**src/rtl/gpioemu_pkg.sv**
```systemverilog
// Shared register map, status bits and state encodings for the
// gpioemu bus initiator and its slave model.
package gpioemu_pkg;

   localparam logic [15:0] REG_A1  = 16'h0380;
   localparam logic [15:0] REG_A2  = 16'h0388;
   localparam logic [15:0] REG_W   = 16'h0390;
   localparam logic [15:0] REG_L   = 16'h0398;
   localparam logic [15:0] REG_CTL = 16'h03A0;

   localparam int STAT_DONE  = 1;
   localparam int STAT_VALID = 0;

   typedef enum logic [3:0] {
      S_IDLE,
      S_WR_A1,
      S_WR_A2,
      S_WR_CTL,
      S_RD_STAT,
      S_GAP,
      S_RD_W,
      S_RD_L,
      S_RESP
   } state_t;

   typedef enum logic [1:0] {
      P_IDLE,
      P_SETUP,
      P_STROBE,
      P_HOLD
   } phase_t;

endpackage

```
**src/rtl/gpioemu_bus_cycle.sv**
```systemverilog
// One slave strobe access: SETUP, STROBE_LEN strobe cycles, HOLD.
// A new start is accepted in HOLD so accesses can run back to back.
module gpioemu_bus_cycle
   import gpioemu_pkg::*;
#(
   parameter int STROBE_LEN = 2
) (
   input  logic        clk,
   input  logic        n_reset,
   input  logic        start,
   input  logic        rnw,
   input  logic [15:0] addr,
   input  logic [31:0] wdata,
   output logic        busy,
   output logic        done,
   output logic [31:0] rdata,
   output logic [15:0] saddress,
   output logic        srd,
   output logic        swr,
   output logic [31:0] sdata_out,
   input  logic [31:0] sdata_in
);

   localparam logic [7:0] CNT_LAST = 8'(STROBE_LEN - 1);

   phase_t     phase;
   logic       rnw_q;
   logic [7:0] cnt;

   always_ff @(posedge clk or negedge n_reset) begin
      if (!n_reset) begin
         phase     <= P_IDLE;
         rnw_q     <= 1'b0;
         cnt       <= '0;
         saddress  <= '0;
         sdata_out <= '0;
         srd       <= 1'b0;
         swr       <= 1'b0;
      end else begin
         unique case (phase)
            P_IDLE, P_HOLD: begin
               if (start) begin
                  phase    <= P_SETUP;
                  rnw_q    <= rnw;
                  saddress <= addr;
                  if (!rnw) sdata_out <= wdata;
               end else begin
                  phase <= P_IDLE;
               end
            end
            P_SETUP: begin
               phase <= P_STROBE;
               cnt   <= '0;
               srd   <= rnw_q;
               swr   <= !rnw_q;
            end
            P_STROBE: begin
               if (cnt == CNT_LAST) begin
                  phase <= P_HOLD;
                  srd   <= 1'b0;
                  swr   <= 1'b0;
               end else begin
                  cnt <= cnt + 8'd1;
               end
            end
            default: phase <= P_IDLE;
         endcase
      end
   end

   // Read data is consumed by the sequencer in the HOLD cycle itself.
   assign busy  = (phase != P_IDLE);
   assign done  = (phase == P_HOLD);
   assign rdata = sdata_in;

endmodule

```
**src/rtl/gpioemu_host.sv**
```systemverilog
// Sequences one multiply command over the gpioemu strobe bus:
// write A1, A2, start, poll status, read W and L, return result.
module gpioemu_host
   import gpioemu_pkg::*;
#(
   parameter int          STROBE_LEN = 2,
   parameter int          POLL_GAP   = 4,
   parameter int          POLL_MAX   = 64,
   parameter logic [15:0] ADDR_A1    = REG_A1,
   parameter logic [15:0] ADDR_A2    = REG_A2,
   parameter logic [15:0] ADDR_W     = REG_W,
   parameter logic [15:0] ADDR_L     = REG_L,
   parameter logic [15:0] ADDR_CTL   = REG_CTL
) (
   input  logic        clk,
   input  logic        n_reset,
   input  logic        cmd_valid,
   output logic        cmd_ready,
   input  logic [23:0] cmd_a1,
   input  logic [23:0] cmd_a2,
   output logic        res_valid,
   input  logic        res_ready,
   output logic [31:0] res_w,
   output logic [23:0] res_l,
   output logic        res_ok,
   output logic        res_timeout,
   output logic [15:0] saddress,
   output logic        srd,
   output logic        swr,
   output logic [31:0] sdata_out,
   input  logic [31:0] sdata_in
);

   localparam logic [15:0] POLL_LAST = 16'(POLL_MAX - 1);
   localparam logic [15:0] GAP_LAST  = 16'(POLL_GAP - 1);

   state_t      state, nxt;
   logic        out_en;
   logic [23:0] a2_q;
   logic [15:0] poll_cnt, gap_cnt;
   logic        start, rnw, busy, done;
   logic [15:0] addr;
   logic [31:0] wdata, rdata;

   gpioemu_bus_cycle #(.STROBE_LEN(STROBE_LEN)) u_bus (
      .clk       (clk),
      .n_reset   (n_reset),
      .start     (start),
      .rnw       (rnw),
      .addr      (addr),
      .wdata     (wdata),
      .busy      (busy),
      .done      (done),
      .rdata     (rdata),
      .saddress  (saddress),
      .srd       (srd),
      .swr       (swr),
      .sdata_out (sdata_out),
      .sdata_in  (sdata_in)
   );

   // Each access is launched on the edge that enters its state.
   always_comb begin
      nxt   = state;
      start = 1'b0;
      rnw   = 1'b0;
      addr  = ADDR_A1;
      wdata = '0;
      unique case (state)
         S_IDLE: if (cmd_valid) begin
            nxt   = S_WR_A1;
            start = 1'b1;
            addr  = ADDR_A1;
            wdata = {8'h0, cmd_a1};
         end
         S_WR_A1: if (done) begin
            nxt   = S_WR_A2;
            start = 1'b1;
            addr  = ADDR_A2;
            wdata = {8'h0, a2_q};
         end
         S_WR_A2: if (done) begin
            nxt   = S_WR_CTL;
            start = 1'b1;
            addr  = ADDR_CTL;
         end
         S_WR_CTL: if (done) begin
            nxt   = S_RD_STAT;
            start = 1'b1;
            rnw   = 1'b1;
            addr  = ADDR_CTL;
         end
         S_RD_STAT: if (done) begin
            if (rdata[STAT_DONE]) begin
               nxt   = S_RD_W;
               start = 1'b1;
               rnw   = 1'b1;
               addr  = ADDR_W;
            end else if (poll_cnt == POLL_LAST) begin
               nxt = S_RESP;
            end else if (POLL_GAP == 0) begin
               nxt   = S_RD_STAT;
               start = 1'b1;
               rnw   = 1'b1;
               addr  = ADDR_CTL;
            end else begin
               nxt = S_GAP;
            end
         end
         S_GAP: if (gap_cnt == GAP_LAST && !busy) begin
            nxt   = S_RD_STAT;
            start = 1'b1;
            rnw   = 1'b1;
            addr  = ADDR_CTL;
         end
         S_RD_W: if (done) begin
            nxt   = S_RD_L;
            start = 1'b1;
            rnw   = 1'b1;
            addr  = ADDR_L;
         end
         S_RD_L: if (done) nxt = S_RESP;
         S_RESP: if (res_ready) nxt = S_IDLE;
         default: nxt = S_IDLE;
      endcase
   end

   always_ff @(posedge clk or negedge n_reset) begin
      if (!n_reset) begin
         state       <= S_IDLE;
         out_en      <= 1'b0;
         a2_q        <= '0;
         poll_cnt    <= '0;
         gap_cnt     <= '0;
         res_w       <= '0;
         res_l       <= '0;
         res_ok      <= 1'b0;
         res_timeout <= 1'b0;
      end else begin
         state   <= nxt;
         out_en  <= 1'b1;
         gap_cnt <= (state == S_GAP) ? gap_cnt + 16'd1 : '0;
         if (state == S_IDLE && cmd_valid) begin
            a2_q     <= cmd_a2;
            poll_cnt <= '0;
         end
         if (state == S_RD_STAT && done) begin
            poll_cnt <= poll_cnt + 16'd1;
            if (rdata[STAT_DONE]) begin
               res_ok <= rdata[STAT_VALID];
            end else if (poll_cnt == POLL_LAST) begin
               res_timeout <= 1'b1;
               res_w       <= '0;
               res_l       <= '0;
               res_ok      <= 1'b0;
            end
         end
         if (state == S_RD_W && done) res_w <= rdata;
         if (state == S_RD_L && done) res_l <= rdata[23:0];
         if (state == S_RESP && res_ready) res_timeout <= 1'b0;
      end
   end

   // out_en keeps cmd_ready low while n_reset is asserted.
   assign cmd_ready = out_en && (state == S_IDLE);
   assign res_valid = (state == S_RESP);

endmodule

```
**config.mk**
```make
export PLATFORM = sky130hd
export DESIGN_NAME = gpioemu_host
export DESIGN_NICKNAME = d
export VERILOG_FILES = /design/src/rtl/gpioemu_pkg.sv /design/src/rtl/gpioemu_bus_cycle.sv /design/src/rtl/gpioemu_host.sv
export SDC_FILE = /design/constraint.sdc
export NUM_CORES = 1
export LEC_CHECK = 0
export ABC_AREA = 1
export BUFFER_PORTS_ARGS = -buffer_cell sky130_fd_sc_hd__buf_2
export CORE_AREA = 2 2 177 179
export CTS_BUF_LIST = sky130_fd_sc_hd__clkbuf_16
export CTS_CLUSTER_DIAMETER = 100
export DETAILED_ROUTE_END_ITERATION = 12
export DIE_AREA = 0 0 179 181
export MAX_ROUTING_LAYER = met4
export PLACE_DENSITY = 0.45
export SLEW_MARGIN = 0
export SYNTH_ARGS = -nofsm -noshare
export SYNTH_HDL_FRONTEND = slang
export SYNTH_SLANG_ARGS = --single-unit
```
**constraint.sdc**
```tcl
create_clock -name clk -period 5.3 [get_ports clk]
set_input_delay 0 -clock clk [delete_from_list [all_inputs] [get_ports clk]]
set_output_delay 0 -clock clk [all_outputs]
set_load 0.05 [all_outputs]
```
Word level (Yosys, flattened, before mapping):

Index checks and enable logic that the tools add are counted.
W data, S select, Z words.

* reduce and logical (&&, ||, !) cells: 34
* shift-type cells: 0
* $mul: 0
* $add $sub $neg: 3
* magnitude comparators: 0
* muxes and demuxes: 54
* divide/modulo/power cells: 0
* bitwise logic cells: 1
* eq/ne operators: 28

Operator list (number)
* $mux W24: 6
* $mux W32: 4
* $mux W16: 3
* $mux W4: 12
* $pmux W24 S2: 1
* $pmux W4 S9: 1
* $add A16 B1 Y16 const B: 2
* $pmux W6 S5: 1
* $reduce_bool A2 Y1: 10
* $ne A2 B2 Y1 const B: 9
* $eq A16 B2 Y1 const B: 1
* $eq A16 B6 Y1 const B: 1
* $eq A4 B3 Y1 const B: 4
* $pmux W8 S2: 1
* $mux W5: 3
* $mux W1: 13
* $mux W6: 2
* $reduce_and A3 Y1: 4
* $ne A2 B1 Y1 const B: 5
* $reduce_and A9 Y1: 1
* $add A8 B1 Y8 const B: 1
* $eq A4 B2 Y1 const B: 2
* $eq A8 B1 Y1 const B: 1
* $mux W8: 1
* other kinds (17): 31

* register bits after elaboration: 180
* input port bits: 84
* memory bits (writable): 0
* memories: 0
* ROM bits: 0
* output and inout bits: 110
* latch bits: 0

Depth between registers and ports, before layout:

Gate-level depths: netlist of run 1.

* depth after elaboration: 7
* depth in mapped cells: 13
* depth with buffers taken out: 12

Modules after synthesis:

Synthesis of run 1 repeated with hierarchy kept, for this count alone.

* cell total of the unflattened synthesis: 1057
* area total of the unflattened synthesis: 8550.7 µm²

By module, submodules not included
* gpioemu_host: instances 1, cells each 748, area each 5686.7 µm², sequential area each 2977.9 µm²
* gpioemu_bus_cycle: instances 1, cells each 309, area each 2864.0 µm², sequential area each 1526.5 µm²

Worst setup path before layout of run 1:

No wires, ideal clock.

* kind: register to register
* start: register state[1]
* end: register res_timeout
* setup slack: 2.838 ns
* stages on the path, launching flop included: 9
* buffers on the path: 0
* setup time: 0.119 ns
* data required time: 5.181 ns
* arrival time: 2.342 ns
* clock period less this slack: 2.462 ns
* cell sequence: dfrtp_1 -> nor2_2 -> inv_1 -> nor3_1 -> nand2_1 -> o21ai_0 -> nand2_1 -> nand2_1 -> nand2_1

* longest elaborated chain between the ends: 4

Ends and longest elaborated chain
* from (decl): RTL line gpioemu_host.sv:37 `state_t state, nxt;`
* from (signal assigned): RTL line gpioemu_host.sv:140 `state <= nxt;`
* $eq A4 B4 Y1 *
* net res_valid: RTL line gpioemu_host.sv:21 `output logic res_valid,`
* $logic_and A1 B1 Y1 *: RTL line gpioemu_host.sv:160 `if (state == S_RESP && res_ready) res_timeout <= 1'b0;`
* $ne A2 B1 Y1 (no line) / $reduce_bool A2 Y1 (equally long branches)
* $reduce_and A3 Y1 (no line)
* to (signal assigned): RTL line gpioemu_host.sv:138 `res_timeout <= 1'b0;`
* to (signal assigned): RTL line gpioemu_host.sv:152 `res_timeout <= 1'b1;`
* to (signal assigned): RTL line gpioemu_host.sv:160
* to (decl): RTL line gpioemu_host.sv:26 `output logic res_timeout,`

Mark *: on every way through the listed nets, which the timed path passes. The rest lies on a longest branch.
A chain may end at the register's enable or synchronous reset.

Worst setup path after layout of run 1:

* start: register state[3]
* end: register u_bus.sdata_out[1]

* longest elaborated chain between the ends: 5

Ends and longest elaborated chain
* $eq A4 B3 Y1 / $eq A4 B2 Y1 (equally long branches): RTL line gpioemu_host.sv:69 `unique case (state)`
* $reduce_or A2 Y1 (no line)
* $pmux W1 S3: RTL line gpioemu_host.sv:69
* $not A1 Y1 (no line)
* $reduce_and A3 Y1 (no line)
* to (signal assigned): RTL line gpioemu_bus_cycle.sv:46 `if (!rnw) sdata_out <= wdata;`
* to (decl): RTL line gpioemu_bus_cycle.sv:20 `output logic [31:0] sdata_out,`

Several ways; a longest one is shown, not always the timed one.

==> results list, run 1 <==
- Skew final: ~0.019 ns
* Most frequent cells in the layout: nand2_1, buf_2, dfrtp_1
* Classification of the worst setup path: reg -> reg
* Via count of the first global-routing pass: ~6800
* Sum of routed wire segments on met1: between 10000 and 15000 um
* Initial antenna violation count: 0
* Number of pins with negative max-slew slack in the final report: 0
* Clock net sink count: 160
* Filler cell count: roughly 3200
- Detailed routing inserted a total of ~6700 vias.
- Share of layout cells above drive strength 1: roughly a fifth
- Routability Congestion: between 0.8 and 0.9
* Antenna-violating nets left: 0
* Cell breakdown of the critical path: nor2_2, nand3_2, nand2_1, inv_2, nand3_2, nand3_2, nand2_1, nand2_1
* Area of the multi-input gates: approximately 3100 sq um
- Count of warnings emitted by yosys: 0
* Flop2flop setup slack: 2.18 ns
- The worst setup path is captured at a flip-flop.
- TritonRoute pass-1 iters: 4
* Die width: approximately 180 um
- Setup repair after global routing left no endpoint under its margin.
* First-pass GRT wire length: around 36000 um
- Share of the yosys chip area belonging to registers: 53.3%
- At the later pin of the worst-skew pair, clock insertion delay measures about 0.43 ns.
* Hold WS: approximately 0.081 ns
* CTS H-tree lvls: 4
* Static leakage: 0.00549 uW
- The clock passes through at most 2 buffers.
- Antenna cells: 0
- Initial detailed-routing violation count: around 270
* Type of the worst min-delay path: in -> async
* Placeable core area: roughly 30000 sq um
- The area growth from synthesis to layout is 34.9%.
* Vertical die dimension: 181 um
- R2R Path End: u_bus.sdata_out[1]
* Cell area after placement: between 8000 and 9000 sq um
- CTS tree: done
- Slowest cell on crit path: nand3_2
- Core utilization of the finished layout: between 30% and 40%
- Total Wirelength: 21700 um
- Along the worst path, the maximum fanout reaches 34.
- The number of gates resized after CTS was 0.
* Data required, critical path: between 5 and 6 ns
- Run status: finished clean
- Largest net degree at the start of global routing: 73
- Number of buffers inserted during clock tree synthesis: 17
* Final cycle utilization of the critical path: around three fifths
- The routed design uses 10300 um of met2 wire.
- Crit path DAT: between 3 and 4 ns
* Overall overflow remaining after global route: 0
- Clock-pin slew was measured on the worst setup and hold paths at about 0.080 ns.
* Largest vdd supply drop: approximately 0.00028 V
* Count of state elements after synthesis: 160
- Derived from the worst setup path, the maximum achievable clock frequency is between 300 and 400 MHz.
* GRT Total Usage: around 14%
- Setup violations remaining at the end of the flow were counted as 0.
* Port-buffer cells: ~180
- Number of placement rows: 64
- Master cell of the clock root buffer: clkbuf_16
- Worst slew pin tran: 1.10 ns
- Time the worst path needs with I/O delays and setup: ~3.1 ns
- In the routed layout, each cell is associated on average with a via count of around 4.2.
* Count of unique library cells instantiated by Yosys: 39
- Final hold vios: 0
* Average wire length per cell after detail routing: approximately 14 um
- The HPWL after detailed placement is 14400 um.
* Top sig layer: met4
- Die footprint: around 32000 sq um
* Storage element area: about 4000 sq um
- Post-Syn Area per Cell: just under 8 sq um
- Dividing total power by cell area gives a power density of between 500 and 600 nW/um^2.
- Summed instance area of the synthesized netlist: approximately 7500 sq um
- After routing the design area is 10100 sq um.
- The worst register-to-register path begins at state[3].
- For this run, design rule violations remaining after detail routing come to 0.
- In this run the tightest slew margin relative to its limit is between 20% and 30%.
- Launch point of the worst path: state[3]
- STA classifies the critical path startpoint as a flip-flop.
* Gate count of the mapped netlist: 950
- In the final timing run, aggregate negative setup slack is 0 ns.
- Across the run, the number of max-cap violations was 0.
* Nets: between 1000 and 1500
* I/O pins: between 150 and 200
- Starting density of the core: 24.8%
* Most frequent standard cell in the layout excluding fill and tap cells: nand2_1
* Worst path max stage delay: roughly 0.63 ns
* DR WL met3: slightly above 800 um
* Worst Reg-to-Reg Cells: 8
[what timing repair did]
item	4_1_cts	5_1_grt
setup buffers	0	0
hold endpoints to repair	130	0
hold buffers	83	0
setup endpoints to repair	0	0
[synthesized netlist by cell type, drive strengths merged]
library cell  count  area share (%)
xnor2             3            0.35
nand3b            1            0.10
o21bai            1            0.10
o211ai            2            0.20
nand2           469              24
a22oi             1            0.10
xor2              4            0.47
o21ai            32             2.2
inv              54             2.7
a21boi            1            0.10
ha                8             1.3
clkbuf            7            0.35
nor4              1           0.083
conb              2            0.10
buf              46             3.8
nand3            31             2.3
nand4            25             2.1
nor3             15             1.2
o21a              1            0.10
a31oi             2            0.17
nor2             52             2.9
dfrtp           160              53
a32o              1            0.13
and3              1           0.083
a21oi            24             1.6
o22ai             6            0.50
[worst max-delay path by stage]
| stage | end | slack, ns | cells past startpoint |
|---|---|---|---|
| after global placement | u_bus.sdata_out[20] | 2.12 | 8 |
| after detailed placement | u_bus.sdata_out[15] | 2.07 | 8 |
| after CTS | u_bus.sdata_out[21] | 2.10 | 8 |
| after global routing | u_bus.sdata_out[14] | 1.86 | 8 |
| final | u_bus.sdata_out[1] | 2.18 | 8 |
| after floorplan | res_timeout | 2.84 | 8 |
[final cells by class]
class	count	share of cell area [%]
multi-input combinational	700	30.1
tap	396	4.89
clock buffer	17	4.20
inverter	54	2.00
sequential	160	39.5
clock inverter	15	1.81
timing repair buffer	264	17.4
[flip-flops by register name (all words and copies together), names as in the netlist, 2 cells and up]
name	cells
res_w	32
a2_q	24
res_l	24
u_bus.sdata_out	24
gap_cnt	16
poll_cnt	16
u_bus.cnt	8
state	4
u_bus.saddress	4
u_bus.phase	2
[logic make-up after synthesis]
| kind of cell | count (synthesis) | share of synthesized area [%] |
|---|---|---|
| compound gates | 71 | 5.18 |
| buf+inv | 107 | 6.88 |
| flops | 160 | 53.3 |
| simple gates | 595 | 32.4 |
| other cells | 2 | 0.100 |
| xor+xnor | 7 | 0.816 |
| fa+ha+maj | 8 | 1.33 |
[where the power goes]
group | internal (uW) | leakage, uW | switching [uW]
Clock | 642 | 0.000289 | 610
Combinational | 527 | 0.00305 | 1800
Sequential | 1610 | 0.00215 | 252
[through the flow]
stage / instances / worst slack (ns) / total power, uW
4_1_cts: 1606 / 2.10 / 5520
6_report: 1606 / 2.18 / 5430
2_1_floorplan: 967 / 2.84 / 3580
3_5_place_dp: 1491 / 2.07 / 4190
5_1_grt: 1606 / 1.86 / 5820
3_3_place_gp: 1491 / 2.12 / 4180
[worst max-delay path: cells and delay by family, from the launching register on]
| kind | cells | cell delay (ns) |
|---|---|---|
| simple gates | 7 | 2.49 |
| flops | 1 | 0.46 |
| buf+inv | 1 | 0.05 |
[metal layers]
metal,vias to the layer above,global-route usage (%)
met1,3135,18.7
met2,133,23.1
met5,-,-
li1,3446,-
met4,0,3.54
met3,7,2.42
Power figures use the tool's default switching activity.
==> run 2: changes to the inputs <==
ABC_AREA = 0   (was 1)
CORE_AREA = 2 2 176 178   (was 2 2 177 179)
DIE_AREA = 0 0 178 180   (was 0 0 179 181)
clock period = 3.2 ns   (was 5.3 ns; I/O delays follow)
==> results list, run 2 <==
- Run status: finished clean
- The number of flip-flops under the largest register name came to 32 (unchanged).
- The area of all placed cells without fillers came to 10100 sq um (-0.78%).
- Die width: 178 um (-0.56%)
- CTS H-tree lvls: 4 (unchanged)
- Setup repair after global routing missed its margin: false
- Static leakage: 0.00486 uW (-11%)
- Die footprint: 32000 sq um (-1.1%)
- The combined global-route utilization of all metal layers was 13.8% (-0.50 points).
- The final routed wire length divided by cell count is 15.1 um (+12%).
* Final setup viols: 0 (unchanged)
- The via count of the first global-routing pass is 6242 (-8.0%).
- Port-buffer cells: 175 (unchanged)
- The post-synthesis async set-or-reset flop share was 100% (unchanged).
- Largest vdd supply drop: 0.000566 V (+100%)
- The share of the synthesized area in the top cell type is 53.8% (+0.54 points).
- List of most frequent post-synthesis cells: nand2_1, dfrtp_1, o21ai_0
* Antenna-violating nets left: 0 (unchanged)
- The aggregate routed wire length came to 21000 um (-3.2%).
- The number of warning messages in the yosys log came to 0 (unchanged).
* Primary FF master, synth: dfrtp_1
- The post-synthesis cell type count is 53 (+36%).
- Starting density of the core: 24.6% (-0.12 points)
* Most area-hungry cell type in the Yosys netlist: dfrtp_1
- The number of standard cells in the final layout excluding fillers was 1388 (-14%).
- The number of enable-type register cells in the synthesized netlist came to 0 (unchanged).
- XOR/XNOR share of the synthesized area: 2.36% (+1.5 points)
* Setup TNS Final: 0 ns (unchanged)
* Remaining DRCs: 0 (unchanged)
- Counting flops per register, the top entry is res_w.
* Cell area after placement: 8640 sq um (-0.52%)
- Tightest slew margin relative to the limit: 38.2% (+11 points)
- The number of optimization iterations in the first detailed-route pass came to 4 (unchanged).
- Startpoint kind of the worst setup timing path: flip-flop
- Final hold vios: 0 (unchanged)
- The number of clock buffers inserted by TritonCTS was 17 (unchanged).
- Antenna cells: 0 (unchanged)
* Worst slew pin tran: 0.928 ns (-0.171 ns)
* Share of the yosys chip area belonging to registers: 53.8% (+0.54 points)
* Initial detailed-routing violation count: 310 (+14%)
- Skew final: 0.0166 ns (-0.00202 ns)
* Placed Cells: 1274 (-15%)
- Final cycle utilization of the critical path: 79.7% (+21 points)
- DR vias/cell: 4.44 (+6.0%)
- The maximum clock rate is 392 MHz (+23%).
- The data required time at the worst endpoint came to 3.51 ns (-2.11 ns).
- The final count of pins violating max slew is 0 (unchanged).
- The number of antenna violations at the first check in global routing was 0 (unchanged).
- The detailed-route via count is 6158 (-8.4%).
- Most frequent cells in the layout: buf_2, nand2_1, dfrtp_1
- Post-Place Worst Slack: 0.606 ns (-1.47 ns)
* Area of the multi-input gates: 3100 sq um (+1.4%)
- I/O pins: 194 (unchanged)
- The placement row count is 64 (unchanged).
- The tree is rooted in a clkbuf_16.
- Latest clock arrival within the worst-skew pair: 0.43 ns (about the same)
- Storage element area: 4000 sq um (unchanged)
- The clock-pin slew reported for the worst setup and hold paths after clock tree synthesis is 0.07 ns (about the same).
- Final setup slack of the worst path: 0.650 ns (-1.53 ns)
- Clock net sink count: 160 (unchanged)
- Post-Syn Area per Cell: 10.1 sq um (+28%)
- Overall overflow remaining after global route: 0 (unchanged)
- The adder-cell share of the synthesized area is 1.35% (+0.013 points).
* Summed instance area of the synthesized netlist: 7440 sq um (-1.0%)
* Type of the worst min-delay path: in -> reg
- Routability Congestion: 0.775 (-8.9%)
* Buffer depth of the longest clock path: 2 (unchanged)
- Count of state elements after synthesis: 160 (unchanged)
* Largest net degree at the start of global routing: 95 (+30%)
- The shortest period the worst path allows came to 2.55 ns (-0.574 ns).
- Crit path DAT: 2.86 ns (-0.58 ns)
- The simple-gate portion of the synthesized area is 17.6% (-15 points).
* Filler cell count: 3103 (-3.0%)
- # Max-Cap Violations: 0 (unchanged)
- The number of setup buffers added after CTS is 0 (unchanged).
- The number of standard cells after synthesis is 734 (-23%).
* Vertical die dimension: 180 um (-0.55%)
- The critical-path maximum fanout came to 25 (-26%).
- nand2_1 is the most common cell in the netlist.
* Power per unit of standard cell area: 952 nW/um^2 (+78%)
* Crit path capture type: flip-flop
* Classification of the worst setup path: reg -> reg
- Most frequent standard cell in the layout excluding fill and tap cells: buf_2
* Area fraction in compound gates after synthesis: 13.6% (+8.4 points)
* Most area-consuming cells after synthesis: dfrtp_1, nand2_1, a22o_1
- Total half-perimeter wirelength after legalization and detailed placement: 13700 um (-4.9%)
- First-pass GRT wire length: 34100 um (-4.6%)
- By area, the combinational part of the netlist is dominated by simple AND/OR/NAND/NOR gates.
* Flop2flop setup slack: 0.65 ns (-1.53 ns)
* CTS tree: done
- The mux share of post-synthesis cell area came to 5.74% (+5.7 points).
* Number of cells upsized or downsized after cts: 0 (unchanged)
- Nets: 1071 (-17%)
- The area of the core came to 30200 sq um (-0.53%).
* Share of layout cells above drive strength 1: 25.9% (+6.4 points)
- Area growth from synthesis to layout: 35.2%
-- run 2: changes by cell type in the layout (fill, tap and decap cells not counted), sizes merged, moves of 7 or more --
cell	delta
nand2	-305
a22o	+50
inv	-42
o21ai	+29
mux2	+28
nand4	-15
nor2	-15
nand3	-9
and3	+8
buf	+7
nand2b	+7
xor2	+7
-- run 2: area by class of cell --
cell class                      instances  area share (%)
Sequential cell                       160            39.8
Multi-Input combinational cell        518            30.8
Timing Repair Buffer                  271            18.1
Tap cell                              396            4.93
Clock buffer                           17            4.23
Clock inverter                         15            1.69
Inverter                               11           0.411
-- run 2: worst max-delay path, cell delays in order, from the launching register on --
cell and delay (ns):
dfrtp_1 0.58, nor4b_4 0.48, nand3_2 0.15, a21oi_2 0.27, o31a_2 0.18, buf_4 0.39
mux2_2 0.39
-- run 2: per-layer routing --
layer | GRT usage [%] | share of wire [%] | up-vias | wire length (um)
met5 | - | 0 | - | 0
met4 | 4.62 | 1.9 | 0 | 390
met3 | 3.13 | 5.4 | 23 | 1140
met2 | 20.2 | 45 | 178 | 9490
met1 | 18.9 | 48 | 2955 | 9980
li1 | - | - | 3002 | -
-- run 2: repair_timing --
item,in CTS,in global routing
endpoints found under the hold margin,199,0
setup endpoints to repair,0,0
hold buffers,82,0
-- run 2: stage by stage --
step	hold slack, ns	total power [uW]	util (%)
finish	0.176	9570	33.3
global route	0.200	10200	33.3
CTS	0.160	9650	33.3
detailed placement	0.181	7430	28.6
global placement	0.181	7410	28.6
floorplan	-0.296	6420	-
-- run 2: final timing paths --
check                                endpoint  cells after the start       from
max                        u_bus.sdata_out[1]                      6   state[0]
min                                  state[0]                      5  cmd_valid
max reg2reg                u_bus.sdata_out[1]                      6   state[0]
min reg2reg                          a2_q[10]                      2   a2_q[10]
max in group asynchronous           res_l[10]                      3    n_reset
min in group asynchronous        u_bus.cnt[4]                      2    n_reset
-- run 2: power breakdown --
group          switching, uW  internal [uW]
logic                   2900           1190
clock network            934           1170
registers                589           2790
total                   4420           5150
-- run 2: logic make-up after synthesis --
group | count (synthesis)
fa+ha+maj | 8
buf+inv | 73
simple gates | 288
other cells | 2
xor+xnor | 20
mux | 32
flops | 160
compound gates | 151
==> run 3: changes to the inputs <==
clock period = 2.5 ns   (was 3.2 ns; I/O delays follow)
==> results list, run 3 (synthesized netlist as in run 2, its figures left out) <==
* Starting density of the core: 24.6% (unchanged)
- The total area of sequential cells was 4000 sq um (unchanged).
* Number of placement rows: 64 (unchanged)
- The final core area utilization came to 33.8% (+0.45 points).
- Via count of the first global-routing pass: 6532 (+4.6%)
- The overall die area is 32000 sq um (unchanged).
* End of the critical path: u_bus.sdata_out[0]
* Remaining DRCs: 0 (unchanged)
- The worst path arrival time is 2.54 ns (-0.32 ns).
- Port-buffer cells: 175 (unchanged)
- Type of the worst min-delay path: in -> reg
- The slew at the pin with the worst max-slew slack came to 0.790 ns (-0.137 ns).
- Setup TNS Final: 0 ns (unchanged)
- Final setup viols: 0 (unchanged)
- Master cell of the clock root buffer: clkbuf_16
- The depth of the CTS H-tree came to 4 (unchanged).
* Filler cell count: 3097 (-0.19%)
- Power per unit of standard cell area: 1210 nW/um^2 (+27%)
- Area growth from synthesis to layout: 37.0%
- Startpoint kind of the worst setup timing path: flip-flop
- Layout Cell Area excl Fill: 10200 sq um (+1.3%)
- TritonRoute pass-1 iters: 4 (unchanged)
* Initial detailed-routing violation count: 411 (+33%)
* I/O pins: 194 (unchanged)
* R2R Path End: u_bus.sdata_out[0]
* Antenna cells: 0 (unchanged)
- First-pass GRT wire length: 34900 um (+2.4%)
- The global routing usage on met3 came to 3.47% (+0.34 points).
- The highest cell delay on the worst timing path was 0.40 ns (-0.18 ns).
- The chip width is 178 um (unchanged).
- The met2 global-route usage is 21.7% (+1.5 points).
* Largest net degree at the start of global routing: 78 (-18%)
- Flop2flop setup slack: 0.27 ns (-0.38 ns)
* Detailed-route via count: 6186 (+0.45%)
* Most frequent cells in the layout: buf_2, nand2_1, dfrtp_1
- The clock insertion delay at the later pin of the skew report came to 0.43 ns (about the same).
- The remaining global-route overflow is 0 (unchanged).
- The max-cap violation count was 0 (unchanged).
* Data required, critical path: 2.81 ns (-0.70 ns)
- Total power: 12400 uW (+29%)
- Counting flops per register, the top entry is res_w.
- Cell breakdown of the critical path: inv_1, ha_1, nor2_1, o21ai_0, a21oi_2, o31a_2, buf_4, mux2_2
* DR vias/cell: 4.42 (-0.26%)
- The number of antenna violations at the first check in global routing came to 0 (unchanged).
* Final cycle utilization of the critical path: 89.3% (+9.7 points)
- The fraction of met1 tracks used by global routing came to 18.5% (-0.35 points).
- The cell area after placement was 8760 sq um (+1.4%).
- Placed Cells: 1284 (+0.78%)
- Routability Congestion: 0.807 (+4.1%)
- Time the worst path needs with I/O delays and setup: 2.23 ns (-0.316 ns)
- Nets: 1081 (+0.93%)
- The number of standard cells in the final layout excluding fillers was 1398 (+0.72%).
- Most frequent standard cell in the layout excluding fill and tap cells: buf_2
* Global route hottest layer: met2
- The area of the multi-input gates is 3100 sq um (unchanged).
* Slowest cell on crit path: dfrtp_1
* CTS tree: done
* Clock transition at path regs: 0.07 ns (about the same)
- The worst clock skew came to 0.00872 ns (-0.00789 ns).
- Crit path capture type: flip-flop
- Static leakage: 0.00494 uW (+1.5%)
- The number of clock buffers inserted by TritonCTS is 17 (unchanged).
- Number of pins with negative max-slew slack in the final report: 0 (unchanged)
* Startpoint of the worst register-to-register path: u_bus.phase[0]
- The number of flip-flops under the largest register name came to 32 (unchanged).
- The aggregate routed wire length came to 21200 um (+0.85%).
* Largest vdd supply drop: 0.000748 V (+32%)
- Classification of the worst setup path: reg -> reg
- The critical-path maximum fanout came to 12 (-52%).
- The post-detailed-route count of antenna-violating nets came to 0 (unchanged).
- The worst reg-to-reg path cell count came to 8 (+2).
- Setup repair after global routing left no endpoint under its margin.
- Final hold vios: 0 (unchanged)
- The maximum clock rate was 448 MHz (+14%).
- The combined global-route utilization of all metal layers was 14.1% (+0.25 points).
- Launch point of the worst path: u_bus.phase[0]
* Total half-perimeter wirelength after legalization and detailed placement: 14200 um (+3.6%)
- Clock net sink count: 160 (unchanged)
- Vertical die dimension: 180 um (unchanged)
* Buffer depth of the longest clock path: 2 (unchanged)
* Run status: finished clean
* Tightest slew margin relative to the limit: 47.3% (+9.1 points)
- The share of final-layout standard cells stronger than drive strength 1 was 26.7% (+0.84 points).
- Placeable core area: 30200 sq um (unchanged)
- The final routed wire length divided by cell count came to 15.2 um (+0.13%).
[run 3: cell count changes in the layout (fill, tap and decap cells not counted), sizes merged]
cell	previous run	this run
buf	189	199
clkinvlp	3	2
inv	18	16
clkinv	3	6
[run 3: what timing repair did]
item	CTS	global route
resized for setup	0	0
hold endpoints to repair	181	0
buffers inserted	0	0
hold buffers	82	0
[run 3: worst min-delay path by stage]
stage,startpoint,endpoint,slack (ns),depth (start not counted)
after floorplan,n_reset,a2_q[0],-0.30,0
after global placement,n_reset,u_bus.cnt[5],0.12,1
after detailed placement,n_reset,u_bus.cnt[5],0.12,1
after CTS,cmd_valid,poll_cnt[3],0.12,3
after global routing,cmd_valid,poll_cnt[3],0.13,3
final,cmd_valid,poll_cnt[3],0.12,3
[run 3: stage by stage]
step / hold slack [ns] / setup WS, ns
floorplan: -0.296 / 0.489
global placement: 0.115 / 0.305
detailed placement: 0.116 / 0.275
CTS: 0.117 / 0.246
global route: 0.128 / 0.0925
finish: 0.119 / 0.266
[run 3: report_power, final]
| part | total, uW | internal, uW | switching, uW | leakage, uW |
|---|---|---|---|---|
| clock | 2710 | 1510 | 1200 | 0.000291 |
| combinational | 5360 | 1590 | 3770 | 0.00257 |
| sequential | 4290 | 3570 | 715 | 0.00207 |
[run 3: routing by layer]
layer	up-vias	wire length (um)
li1	3009	-
met1	2994	10100
met2	167	9630
met3	16	1180
met4	0	227
met5	-	0
[run 3: final cells by class]
class	count	share of cell area [%]
flip-flops and latches	160	39.3
multi-input cells	518	30.4
well taps	396	4.86
repair buffers	281	19.1
inverters	11	0.405
clock buffers	17	4.17
clock inverters	15	1.77
[run 3: worst max-delay path: cells and delay by family (launching register included)]
family | cells | cell delay (ns)
AND/OR/NAND/NOR | 1 | 0.09
buffers and inverters | 2 | 0.33
AO/OA/AOI/OAI | 3 | 0.59
adder cells (fa/ha/maj) | 1 | 0.35
multiplexers | 1 | 0.36
flip-flops | 1 | 0.40
